==> src/rtl/fetch_queue.sv <==
`default_nettype none
// ============================================================================
// Module   : fetch_queue
// Brief    : Instruction fetch PC generator with in-order tag FIFO and a
//            decoded-ready instruction queue; redirects flush and discard.
// Revision : 1.0 - initial release
// ============================================================================
module fetch_queue #(
  parameter int              PC_W     = 18,
  parameter int              INSTR_W  = 32,
  parameter int              DEPTH    = 4,
  parameter int              PC_STEP  = 4,
  parameter logic [PC_W-1:0] RESET_PC = '0
) (
  input  logic               clk,
  input  logic               rst,
  input  logic               en,
  input  logic               redirect_w,
  input  logic [PC_W-1:0]    redirect_w_pc,
  input  logic               branch_taken_e,
  input  logic [PC_W-1:0]    branch_pc_e,
  output logic               imem_req,
  output logic [PC_W-1:0]    imem_addr,
  input  logic               imem_valid,
  input  logic [INSTR_W-1:0] imem_rdata,
  input  logic               deq_ready,
  output logic               deq_valid,
  output logic [INSTR_W-1:0] deq_instr,
  output logic [PC_W-1:0]    deq_pc,
  output logic [PC_W-1:0]    deq_pc8
);

  localparam int              PTR_W       = $clog2(DEPTH);
  localparam int              CNT_W       = $clog2(DEPTH + 1);
  localparam logic [PC_W-1:0] C_PC_STEP   = PC_W'(PC_STEP);
  localparam logic [PC_W-1:0] C_PC_STEP2  = PC_W'(2 * PC_STEP);

  logic [PC_W-1:0]    r_pc;
  logic [CNT_W-1:0]   r_count;
  logic [CNT_W-1:0]   r_outst;
  logic [CNT_W-1:0]   r_disc;
  logic [PTR_W-1:0]   r_tag_wr;
  logic [PTR_W-1:0]   r_tag_rd;
  logic [PTR_W-1:0]   r_head;
  logic [PTR_W-1:0]   r_tail;
  logic [PC_W-1:0]    r_tag_mem   [DEPTH];
  logic [PC_W-1:0]    r_pc_mem    [DEPTH];
  logic [INSTR_W-1:0] r_instr_mem [DEPTH];

  logic               w_redirect;
  logic [PC_W-1:0]    w_target;
  logic [CNT_W:0]     w_occupancy;
  logic               w_resp;
  logic               w_keep;
  logic               w_pop;

  assign w_redirect  = redirect_w | branch_taken_e;
  assign w_target    = redirect_w ? redirect_w_pc : branch_pc_e;
  // Stored plus in-flight never exceeds DEPTH, so a kept response always has room.
  assign w_occupancy = {1'b0, r_count} + {1'b0, r_outst};
  assign imem_req    = rst & en & ~w_redirect & (w_occupancy < (CNT_W + 1)'(DEPTH));
  assign imem_addr   = r_pc;

  // A response with nothing outstanding is a stray from before reset.
  assign w_resp      = imem_valid & (r_outst != '0);
  assign w_keep      = w_resp & (r_disc == '0) & ~w_redirect;

  assign deq_valid   = rst & (r_count != '0);
  assign w_pop       = deq_valid & deq_ready & ~w_redirect;
  assign deq_instr   = r_instr_mem[r_head];
  assign deq_pc      = r_pc_mem[r_head];
  assign deq_pc8     = deq_pc + C_PC_STEP2;

  always_ff @(posedge clk) begin
    if (imem_req) begin
      r_tag_mem[r_tag_wr] <= r_pc;
    end
    if (w_keep) begin
      r_instr_mem[r_tail] <= imem_rdata;
      r_pc_mem[r_tail]    <= r_tag_mem[r_tag_rd];
    end
  end

  always_ff @(posedge clk) begin
    if (!rst) begin
      r_pc     <= RESET_PC;
      r_count  <= '0;
      r_outst  <= '0;
      r_disc   <= '0;
      r_tag_wr <= '0;
      r_tag_rd <= '0;
      r_head   <= '0;
      r_tail   <= '0;
    end else begin
      if (w_redirect) begin
        r_pc <= w_target;
      end else if (imem_req) begin
        r_pc <= r_pc + C_PC_STEP;
      end

      case ({imem_req, w_resp})
        2'b10:   r_outst <= r_outst + CNT_W'(1);
        2'b01:   r_outst <= r_outst - CNT_W'(1);
        default: r_outst <= r_outst;
      endcase

      // Every request still in flight after this edge belongs to the old path.
      if (w_redirect) begin
        r_disc <= r_outst - CNT_W'(w_resp);
      end else if (w_resp && (r_disc != '0)) begin
        r_disc <= r_disc - CNT_W'(1);
      end

      if (imem_req) begin
        r_tag_wr <= r_tag_wr + PTR_W'(1);
      end
      if (w_resp) begin
        r_tag_rd <= r_tag_rd + PTR_W'(1);
      end

      if (w_redirect) begin
        r_count <= '0;
        r_head  <= '0;
        r_tail  <= '0;
      end else begin
        if (w_keep) begin
          r_tail <= r_tail + PTR_W'(1);
        end
        if (w_pop) begin
          r_head <= r_head + PTR_W'(1);
        end
        case ({w_keep, w_pop})
          2'b10:   r_count <= r_count + CNT_W'(1);
          2'b01:   r_count <= r_count - CNT_W'(1);
          default: r_count <= r_count;
        endcase
      end
    end
  end

endmodule
`default_nettype wire
==> config.mk <==
export PLATFORM = sky130hd
export DESIGN_NAME = fetch_queue
export DESIGN_NICKNAME = d
export VERILOG_FILES = /design/src/rtl/fetch_queue.sv
export SDC_FILE = /design/constraint.sdc
export NUM_CORES = 1
export LEC_CHECK = 0
export CAP_MARGIN = 20
export CORE_AREA = 2 2 192 194
export CTS_BUF_LIST = sky130_fd_sc_hd__clkbuf_8
export DETAILED_ROUTE_END_ITERATION = 10
export DIE_AREA = 0 0 194 196
export HOLD_SLACK_MARGIN = 0.12
export PLACE_DENSITY_LB_ADDON = 0.3
export SYNTH_ARGS = -nofsm -noshare
export SYNTH_HDL_FRONTEND = slang
export SYNTH_SLANG_ARGS = --single-unit
==> constraint.sdc <==
create_clock -name clk -period 3.3 [get_ports clk]
set_clock_uncertainty 0.1 [all_clocks]
set_input_delay 0.66 -clock clk [delete_from_list [all_inputs] [get_ports clk]]
set_output_delay 0.66 -clock clk [all_outputs]
set_load 0.02 [all_outputs]
After elaboration in Yosys (flattened, before gate mapping)
Memories as Yosys holds them, arrays and structs flattened. A register that Yosys moved wholly into a read port is not among the register bits.
Cells that the tools add are included.
Cells by class
  add/sub/neg operators: 13
  $lt $le $gt $ge: 1
  equality and inequality tests: 4
  muxes and demuxes: 17
  bitwise logic cells: 12
  reductions and logical operators: 10
Operator list (number)
  $mux W18: 3
  $add A18 B3 Y18 const B: 1
  $add A18 B4 Y18 const B: 1
  $mux W2: 6
  $pmux W3 S2: 2
  $and A1 B1 Y1: 9
  $reduce_bool A3 Y1: 3
  $sub A3 B1 Y3 const B: 3
  $add A2 B1 Y2 const B: 4
  $reduce_bool A2 Y1: 4
  $add A3 B1 Y3 const B: 2
  $mux W3: 2
  $add A3 B3 Y4: 1
  $eq A2 B1 Y1 const B: 2
  $eq A2 B2 Y1 const B: 2
  $lt A4 B3 Y1 const B: 1
  $mux W1: 4
  $logic_not A3 Y1: 1
  $sub A3 B1 Y3: 1
  $not A1 Y1: 2
  $reduce_or A2 Y1: 1
  $logic_and A1 B1 Y1: 1
  $or A1 B1 Y1: 1
Word-level totals
  register bits: 35
  RAM bits: 272
  input port bits: 75
  output and inout bits: 88
  word-level logic and storage cells: 68
  memories kept: 3
Memory list
  r_instr_mem: words 4, bits a word 32, read ports 1, clocked after memory_dff 1, wr ports 1, RTL line 48  | logic [INSTR_W-1:0] r_instr_mem [DEPTH];
  r_pc_mem: words 4, bits a word 18, read ports 1, clocked after memory_dff 1, wr ports 1, RTL line 47  | logic [PC_W-1:0] r_pc_mem [DEPTH];
  r_tag_mem: words 4, bits a word 18, read ports 1, clocked after memory_dff 1, wr ports 1, RTL line 46  | logic [PC_W-1:0] r_tag_mem [DEPTH];

Longest topological paths before layout
  word-level depth: 6
  gate-level depth with buffers: 12
  depth with buffers taken out: 11

Worst setup path after synthesis
No wires, ideal clock.
  path type: input port to flip-flop
  start: in branch_taken_e
  end: mem r_instr_mem[1][0], enable pin
  library setup time: 0.413 ns
  arrival time: 2.571 ns
  data required time: 2.787 ns
  setup slack: 0.216 ns
  cell stages on the path: 4
  buffers on the path: 1
  path through: nor2_2 and3_1 clkbuf_1 and2_1
On the way
  longest elaborated chain between the ends: 5
RTL lines
  from (decl): RTL line 20  | input logic branch_taken_e,
  $or A1 B1 Y1: RTL line 57  | assign w_redirect = redirect_w | branch_taken_e;
  $not A1 Y1: RTL line 66  | assign w_keep = w_resp & (r_disc == '0) & ~w_redirect;
  $and A1 B1 Y1: RTL line 66
  $mux W1: RTL line 78  | if (w_keep) begin
  $mux W1 (not written as such): RTL line 79  | r_instr_mem[r_tail] <= imem_rdata;
  to (decl): RTL line 48
No other way between the ends.

==> summary.md <==
| Metric | Value |
|---|---|
| Status | finished, final reports clean |
| Post-Syn Instances | 676 |
| Worst Tran Pin Value | 0.9159 ns |
| FF/Latch Area | 8954 sq um |
| Reg power frac | 0.521 |
| Synth top area cells | edfxtp_1, mux4_2, dfxtp_1 |
| Worst-skew pair later-pin latency | 0.57 ns |
| Sink Count | 311 |
| Synth Area per Inst | 18.42 sq um |
| Clock share of power | 0.423 |
| MaxCap Viol Count | 0 |
| First DRT Iteration DRCs | 357 |
| Hold WC Path Type | reg -> reg |
| Placeable Area | 36080 sq um |
| Async SR Flop Fraction | 0 |
| I/O pins | 163 |
| CP Class | reg -> out |
| CP required | 2.54 ns |
| CTS Hold Bufs | 0 |
| Antenna Nets Post-Route | 0 |
| Clk buf depth | 3 |
| Final Hold Violating Endpoints | 0 |
| Area delta synth->final | 28.90% |
| GP Congestion | 0.7817 |
| Rel. slew slack | 0.3885 |
| Synthesized cell area | 12450 sq um |
| Post-synth EDFFs | 272 |
| Vias per cell | 4.781 |
| First-pass GRT wire length | 40.72 mm |
| Die area | 38020 sq um |
| Final hold slack | 0.3956 ns |
| Crit path time final | 3.192 ns |
| FILL cells | 3222 |
| Initial antenna violation count | 0 |
| Die H | 196 microns |
| Setup WS post-layout | 0.1081 ns |
| Layout Utilization | 0.4448 |
| CP Capture Type | primary output |
| Fin Setup TNS | 0 ns |
| Number of library cell types mapped by synthesis | 55 |
| Share of the synthesized area in the top cell type | 0.6560 |
| Syn nets | 771 |
| Vias in the first global route | 7145 |
| Sw Pwr | 0.001789 W |
| Total Wirelength | 26.27 mm |
| # port buffers | 162 |
| Unrepaired setup endpoints after global routing | true |
| Dpl ws | 0.05469 ns |
| Detailed-route DRC error count | 0 |
| Synth area leader | edfxtp_1 |
| Antenna Cells | 0 |
| CTS tree | yes |
| Post-Layout Cell Count | 1418 |
| CTS clock-pin slew for the worst setup and hold paths | 0.06 ns |
| TritonCTS buffer count | 51 |
| Synth Register Bits | 311 |
| Proportion of layout cells with a drive suffix above 1 | 0.2284 |
| Setup violations, final | 0 |
| TritonRoute pass-1 iters | 5 |
| Power per cell area | 525.0 nW/um^2 |
| Placed cells | 1314 |
| DIE WIDTH | 194 microns |
| Synth warn | 0 |
| Vias | 6779 |
| Tcrit/Tclk final | 0.9672 |
| Wire length per cell | 18.53 microns |
| Rows | 70 |
| Starting Density | 0.3450 |
| Final Net Count | 1002 |
| Area of the multi-input gates | 3317 sq um |
| Grt ovf | 0 |
| Achievable clock frequency | 313.3 MHz |
| Most frequent cells in the layout | edfxtp_1, clkdlybuf4s50_1, mux4_2 |
| Pins Over Slew Limit | 0 |
| CP startpoint kind | register |
| Leakage | 5.386 nW |
| Root Buffer | clkbuf_8 |
| Post-synthesis sequential area ratio | 0.7187 |
| Main synth FF type | edfxtp_1 |
| Total GRT Usage | 0.1373 |
| Post-DP HPWL | 17.35 mm |
| Largest net degree at the start of global routing | 34 |
| Share of total power in combinational logic | 0.056 |
| Cell-internal power | 0.006636 W |
| H-tree depth | 2 |
| Arr. time, crit path | 2.43 ns |
| Worst-path fanout max | 6 |
| Maximum vdd drop | 0.2835 mV |
| Sw Ratio | 0.2124 |
| Most common cell after layout, fill and taps aside | edfxtp_1 |
## repair_timing
item | in CTS | in global routing
cloned | 0 | 0
pin swaps | 2 | 5
gates resized for setup | 85 | 24
setup endpoints to repair | 53 | 16
buffers inserted | 3 | 5
## cell families (layout without fill, tap and decap cells)
logic type | Yosys count | in the layout | share of synthesized area
flip-flops | 311 | 311 | 0.7187
AND/OR/NAND/NOR | 122 | 122 | 0.05477
multiplexers | 74 | 74 | 0.1281
AO/OA/AOI/OAI | 70 | 70 | 0.03628
buffers and inverters | 47 | 321 | 0.01829
XOR/XNOR | 32 | 32 | 0.02251
adder cells (fa/ha/maj) | 20 | 20 | 0.02130
## registers in the layout (all words and copies together) (netlist names), named ones only
signal       count
r_tag_rd         2
r_tail           2
r_tag_wr         2
r_outst          3
r_head           2
r_disc           3
r_tag_mem       72
r_instr_mem    128
imem_addr       18
r_count          3
r_pc_mem        72
## final cells by class
class | count | share of cell area
timing repair buffer | 205 | 0.1240
clock buffer | 60 | 0.05145
clock inverter | 36 | 0.01879
sequential | 311 | 0.5579
multi-input combinational | 318 | 0.2067
inverter | 20 | 0.004678
tap | 468 | 0.03649
## routing by layer
metal,wire (microns),GRT usage
met2,12440,0.2246
met5,0,0
met1,11900,0.1842
met3,1509,0.03490
met4,416,0.03451
## power by group through the flow
stage          Combinational [W]  Clock, W  Sequential [W]
2_1_floorplan           0.000223         0         0.00447
3_3_place_gp            0.000474         0         0.00447
3_5_place_dp            0.000481         0         0.00447
4_1_cts                 0.000480   0.00367         0.00439
5_1_grt                 0.000518   0.00385         0.00440
6_report                0.000472   0.00356         0.00439
## synth_stat cells (12+ instances only)
master	n
mux4_2	67
edfxtp_1	272
o21ai_0	16
a21oi_1	22
and2_1	12
xnor2_1	16
inv_1	18
nand2_1	26
dfxtp_1	39
xor2_1	16
nor2_1	32
ha_1	18
## critical path, stage by stage, from the launching register on
cell             delay, ns
dfxtp_4               0.42
mux4_2                0.57
ha_4                  0.28
clkdlybuf4s50_1       0.60
## through the flow
step	power, W	cell area (sq um)
6_report	0.008425	16050
5_1_grt	0.008766	16050
4_1_cts	0.008544	16000
3_5_place_dp	0.004954	14850
3_3_place_gp	0.004944	14850
2_1_floorplan	0.004694	12450
## worst paths after layout
check               from     endpoint  slack (ns)  depth (start not counted)
min reg2reg  r_tag_wr[1]  r_tag_wr[1]        0.40                          2
max reg2reg   r_outst[2]   r_count[2]        0.85                          9
max             register   deq_pc8[4]        0.11                          3
min          r_tag_wr[1]  r_tag_wr[1]        0.40                          2
(Power assumes the default switching activity.)
